File: src/rtl/delay_value_sink_if.sv
`default_nettype none
// ============================================================================
// Module   : delay_value_sink_if
// Purpose  : Bus bundle between the delay-path sink FIFO and its environment.
// Revision : 1.0 - initial release
// ============================================================================
interface delay_value_sink_if #(
  parameter int AW = 3
);
  logic [33:0]   VDin;
  logic          VDinValid;
  logic [33:0]   VDout;
  logic          VDoutValid;
  logic          VDoutReady;
  logic          Full;
  logic          Empty;
  logic [AW:0]   Level;
  logic [15:0]   OvfCount;
  logic          OvfClear;

  modport master (
    output VDin, VDinValid, VDoutReady, OvfClear,
    input  VDout, VDoutValid, Full, Empty, Level, OvfCount
  );

  modport slave (
    input  VDin, VDinValid, VDoutReady, OvfClear,
    output VDout, VDoutValid, Full, Empty, Level, OvfCount
  );
endinterface
`default_nettype wire

File: src/rtl/delay_value_sink.sv
`default_nettype none
// ============================================================================
// Module   : delay_value_sink
// Purpose  : Show-ahead FIFO buffering 34-bit delay-path words for a
//            ready/valid consumer, with a saturating overflow counter.
// Revision : 1.0 - initial release
// ============================================================================
module delay_value_sink #(
  parameter int DEPTH = 8,
  parameter int AW    = 3
) (
  input wire                Clock,
  input wire                Reset,
  delay_value_sink_if.slave bus
);

  localparam logic [AW:0] c_depth = (AW+1)'(DEPTH);

  logic [33:0]   mem_q [DEPTH];
  logic [AW-1:0] wr_ptr_q, wr_ptr_d;
  logic [AW-1:0] rd_ptr_q, rd_ptr_d;
  logic [AW:0]   level_q, level_d;
  logic [15:0]   ovf_cnt_q, ovf_cnt_d;

  logic w_full, w_empty, w_push, w_pop, w_ovf;

  // Status comes from the level counter so a full FIFO is never
  // confused with an empty one when the pointers coincide.
  assign w_full  = (level_q == c_depth);
  assign w_empty = (level_q == '0);
  assign w_pop   = !w_empty && bus.VDoutReady;
  assign w_push  = bus.VDinValid && (!w_full || w_pop);
  assign w_ovf   = bus.VDinValid && w_full && !w_pop;

  always_comb begin
    wr_ptr_d  = wr_ptr_q;
    rd_ptr_d  = rd_ptr_q;
    level_d   = level_q;
    ovf_cnt_d = ovf_cnt_q;

    if (w_push) wr_ptr_d = wr_ptr_q + 1'b1;
    if (w_pop)  rd_ptr_d = rd_ptr_q + 1'b1;

    if (w_push && !w_pop)      level_d = level_q + 1'b1;
    else if (w_pop && !w_push) level_d = level_q - 1'b1;

    // Clear wins over a same-cycle overflow.
    if (bus.OvfClear)                         ovf_cnt_d = '0;
    else if (w_ovf && ovf_cnt_q != 16'hFFFF)  ovf_cnt_d = ovf_cnt_q + 16'd1;
  end

  always_ff @(posedge Clock) begin
    if (Reset) begin
      wr_ptr_q  <= '0;
      rd_ptr_q  <= '0;
      level_q   <= '0;
      ovf_cnt_q <= '0;
    end else begin
      wr_ptr_q  <= wr_ptr_d;
      rd_ptr_q  <= rd_ptr_d;
      level_q   <= level_d;
      ovf_cnt_q <= ovf_cnt_d;
    end
  end

  // Storage is deliberately not reset; the level counter masks stale entries.
  always_ff @(posedge Clock) begin
    if (w_push && !Reset) mem_q[wr_ptr_q] <= bus.VDin;
  end

  assign bus.VDout      = mem_q[rd_ptr_q] & {34{!w_empty}};
  assign bus.VDoutValid = !w_empty;
  assign bus.Full       = w_full;
  assign bus.Empty      = w_empty;
  assign bus.Level      = level_q;
  assign bus.OvfCount   = ovf_cnt_q;

endmodule
`default_nettype wire

File: src/flat_wrapper.sv
// flat-port wrapper written by rule: the top's interface ports become plain ports
module delay_value_sink_flat 
#(
  parameter int DEPTH = 8,
  parameter int AW    = 3
)
  (Clock, Reset, bus_VDin, bus_VDinValid, bus_VDoutReady, bus_OvfClear, bus_VDout, bus_VDoutValid, bus_Full, bus_Empty, bus_Level, bus_OvfCount);
  delay_value_sink_if #(.AW(AW)) bus_i ();
  input wire Clock;
  input wire Reset;
  input wire logic [$bits(bus_i.VDin)-1:0] bus_VDin;
  input wire logic [$bits(bus_i.VDinValid)-1:0] bus_VDinValid;
  input wire logic [$bits(bus_i.VDoutReady)-1:0] bus_VDoutReady;
  input wire logic [$bits(bus_i.OvfClear)-1:0] bus_OvfClear;
  output wire logic [$bits(bus_i.VDout)-1:0] bus_VDout;
  output wire logic [$bits(bus_i.VDoutValid)-1:0] bus_VDoutValid;
  output wire logic [$bits(bus_i.Full)-1:0] bus_Full;
  output wire logic [$bits(bus_i.Empty)-1:0] bus_Empty;
  output wire logic [$bits(bus_i.Level)-1:0] bus_Level;
  output wire logic [$bits(bus_i.OvfCount)-1:0] bus_OvfCount;
  assign bus_i.VDin = bus_VDin;
  assign bus_i.VDinValid = bus_VDinValid;
  assign bus_i.VDoutReady = bus_VDoutReady;
  assign bus_i.OvfClear = bus_OvfClear;
  assign bus_VDout = bus_i.VDout;
  assign bus_VDoutValid = bus_i.VDoutValid;
  assign bus_Full = bus_i.Full;
  assign bus_Empty = bus_i.Empty;
  assign bus_Level = bus_i.Level;
  assign bus_OvfCount = bus_i.OvfCount;
  delay_value_sink #(.DEPTH(DEPTH), .AW(AW)) u_core (.Clock(Clock), .Reset(Reset), .bus(bus_i));
endmodule
File: config.mk
export PLATFORM = sky130hd
export DESIGN_NAME = delay_value_sink_flat
export DESIGN_NICKNAME = d
export VERILOG_FILES = /design/src/rtl/delay_value_sink_if.sv /design/src/rtl/delay_value_sink.sv /design/src/flat_wrapper.sv
export SDC_FILE = /design/constraint.sdc
export NUM_CORES = 1
export LEC_CHECK = 0
export ABC_CLOCK_PERIOD_IN_PS = 5670
export BUFFER_PORTS_ARGS = -buffer_cell sky130_fd_sc_hd__buf_2
export CELL_PAD_IN_SITES_DETAIL_PLACEMENT = 1
export CELL_PAD_IN_SITES_GLOBAL_PLACEMENT = 1
export CORE_ASPECT_RATIO = 1.2
export CORE_MARGIN = 2
export CORE_UTILIZATION = 43
export DETAILED_ROUTE_END_ITERATION = 10
export PLACE_DENSITY_LB_ADDON = 0.25
export SYNTH_ARGS = -nofsm -noshare
export SYNTH_HDL_FRONTEND = slang
export SYNTH_SLANG_ARGS = --single-unit
File: constraint.sdc
create_clock -name Clock -period 5.67 [get_ports Clock]
set_input_delay 1.701 -clock Clock [delete_from_list [all_inputs] [get_ports Clock]]
set_output_delay 1.701 -clock Clock [all_outputs]
set_load 0.02 [all_outputs]
==> key figures <==
Drt
  – DR WL/cell: 23.4 microns
  – Drt first pass iters: 4
  – DR vias/cell: 5.62
  – Drt drc: 0
  – Via count: 6091
  – DRT iter0 DRCs: 369
  – Antenna Violating Nets Remaining: 0
  – Detailed Route WL: 25400 microns

Setup path
  – Reg2reg end: u_core.bus.Level[3]
  – Worst-path maximum fanout: 37
  – Setup CP Type: register to output pin
  – Setup crit end: bus_VDout[33]
  – Crit. End Element: output pin
  – Critical Path AT: 2800 ps
  – R2R depth: 10
  – Flop2flop setup slack: 2460 ps
  – Required @ worst endpoint: 3970 ps
  – Startpoint Class: register
  – Worst flop-to-flop path startpoint: u_core.bus.Level[0]

STA
  – Relative slew slack: 0.265
  – Worst Tran Pin Value: 1100 ps
  – Fin. max-slew vios: 0
  – Final Cycle Share: 0.794
  – Clock Skew: 8.89 ps
  – Setup violations, final: 0
  – Fin Setup TNS: 0 ps
  – Final Hold Fails: 0
  – RSZ-0062 raised after global routing: no
  – Tmin final: 4500 ps
  – Worst Slack Setup Final: 1170 ps
  – Fmax: 222 MHz

Global routing
  – Overflow after GRT: 0
  – Largest net degree at the start of global routing: 69
  – Total global-route track usage: 0.181
  – First-pass GRT wire length: 39300 microns
  – Vias in the first global route: 6701
  – Initial antenna violation count: 3

Cells and area
  – Non-Filler Instances: 1084
  – Final net count: 763
  – Layout Area Growth over Synthesis: 17.0%
  – Share of cells above drive strength 1: 0.320
  – Post-layout util: 0.510

Placed design
  – Pre-CTS WS: 1620 ps
  – Post-DP HPWL: 14800 microns
  – # port buffers: 95
  – RePlAce Congestion: 0.786
  – Cells after DPL: 1025

CTS
  – Clk root buf: clkbuf_16
  – TritonCTS clock tree: done
  – Clock Path Buffers: 3
  – Clock slew at reported path FFs: 70 ps
  – Hold_buf cts: 0
  – PostCTS Resize Cnt: 0
  – Total clock buffers created by CTS: 30
  – Total clock sinks: 301
  – Clk Latency, worst-skew pair: 540 ps
  – Post-CTS Setup Inserts: 0
  – H-tree Lvls: 1

Pwr
  – Sw frac: 0.280
  – Leak: 4.46 nW
  – Pwr Density: 437 nW/um^2
  – Power share of the sequential group: 0.440
  – Clock network power share: 0.344
  – Worst VDD drop: 0.000207 V
  – Psw: 0.00168 W
  – Comb power frac: 0.216
  – Int Power: 0.00433 W

Logic synthesis
  – Synth area leader: edfxtp_1
  – Post-synth EDFFs: 272
  – Post-synth net total: 658
  – YS warnings: 0
  – Most common flop cell mapped by yosys: edfxtp_1
  – Synth Register Bits: 301
  – Top cell type's share of synthesized area: 0.695
  – Mapped Area: 11800 sq um
  – Share of async-settable or async-resettable flops after synthesis: 0
  – Syn avg cell area: 19.2 sq um
  – Mapped Cells: 612
  – Top cells by area, synth: edfxtp_1, mux4_2, dfxtp_1
  – Unique cell type count in the Yosys netlist: 39
  – Seq/Total Area, Yosys: 0.744

Floorplanning
  – Full die area: 28700 sq um
  – Die width: 155 microns
  – Core Rows: 66
  – Starting Density: 0.436
  – Total core area: 27000 sq um
  – Ports: 96
  – Die Ht: 185 microns

Worst hold path
  – Hold WC Path Type: register to register

Status
  – Outcome: finished, final reports clean

Flow run
  – MaxCap Viol Count: 0
[per-layer routing]
metal	GRT usage	up-vias	share of wire
li1	-	2695	-
met1	0.221	3200	0.40
met2	0.330	157	0.53
met3	0.0314	39	0.052
met4	0.0556	0	0.024
met5	0	-	0
[cell families (layout without fill, tap and decap cells)]
group | after synthesis | count (layout) | share of synthesized area
adder cells (fa/ha/maj) | 7 | 7 | 0.00809
other | 0 | 3 | 0
multiplexers | 108 | 108 | 0.164
XOR/XNOR | 5 | 5 | 0.00372
buffers and inverters | 39 | 168 | 0.0130
flip-flops | 301 | 301 | 0.744
AO/OA/AOI/OAI | 33 | 33 | 0.0173
AND/OR/NAND/NOR | 119 | 119 | 0.0496
[power groups by stage]
stage               logic, W  clock network (W)  registers [W]
finish               0.00130            0.00207        0.00265
global route         0.00140            0.00219        0.00267
CTS                  0.00133            0.00212        0.00266
detailed placement   0.00132                  0        0.00270
global placement     0.00128                  0        0.00270
floorplan            0.00102                  0        0.00257
[layout make-up]
type	count	area (sq um)
Antenna cell	3	7.51
Clock buffer	43	861
Clock inverter	13	185
Fill cell	2486	13200
Inverter	5	18.8
Multi-Input combinational cell	272	2930
Sequential cell	301	8760
Tap cell	340	425
Timing Repair Buffer	107	578
[flip-flops by register name, indices dropped and copies added (netlist names), named ones only]
register and flops:
u_core.rd_ptr_q 3, u_core.mem_q 272, u_core.bus.OvfCount 16, u_core.wr_ptr_q 3, u_core.bus.Level 4
[cells in the mapped netlist (all sizes together), types with 2 or more instances]
cell	n
o21ai	5
nand2b	3
a21oi	15
o41ai	2
nor4	4
or4b	2
xor2	4
inv	4
o31ai	5
o311ai	2
buf	10
nor3	5
nand2	16
nand3	6
or2	2
mux2i	39
clkbuf	24
ha	6
nand4	6
or3	8
or4	8
mux4	68
dfxtp	29
nor2	54
edfxtp	272
[placed cells by master (no fill, tap or decap), drive strengths merged, types with 6 or more instances in the layout]
cell    synthesis  layout
edfxtp        272     272
buf            10     107
mux4           68      68
nor2           54      54
clkbuf         24      43
mux2i          39      39
dfxtp          29      29
nand2          16      16
a21oi          15      15
or4             8       8
or3             8       8
nand4           6       6
nand3           6       6
ha              6       6
inv             4       6
[worst min path at each step]
stage	start	to	slack (ps)	cells after the start
after floorplan	u_core.rd_ptr_q[1]	register	450	2
after global placement	u_core.rd_ptr_q[1]	register	450	2
after detailed placement	u_core.bus.OvfCount[13]	u_core.bus.OvfCount[13]	490	2
after CTS	u_core.bus.OvfCount[13]	u_core.bus.OvfCount[13]	500	2
after global routing	u_core.bus.OvfCount[13]	u_core.bus.OvfCount[13]	540	2
final	u_core.rd_ptr_q[1]	register	490	2
[critical path, stage by stage (launching register included)]
cell and delay [ps]:
dfxtp_4 850, buf_12 360, mux4_2 540, mux2i_1 220
nor2_1 70, buf_2 180
[metrics by stage]
step | cell area (sq um) | total power [W] | hold WS [ps]
final | 13800 | 0.00601 | 495
after global routing | 13800 | 0.00627 | 537
after CTS | 13800 | 0.00610 | 501
after detailed placement | 12700 | 0.00402 | 488
after global placement | 12700 | 0.00398 | 455
after floorplan | 11800 | 0.00359 | 454
Power figures use the tool's default switching activity.
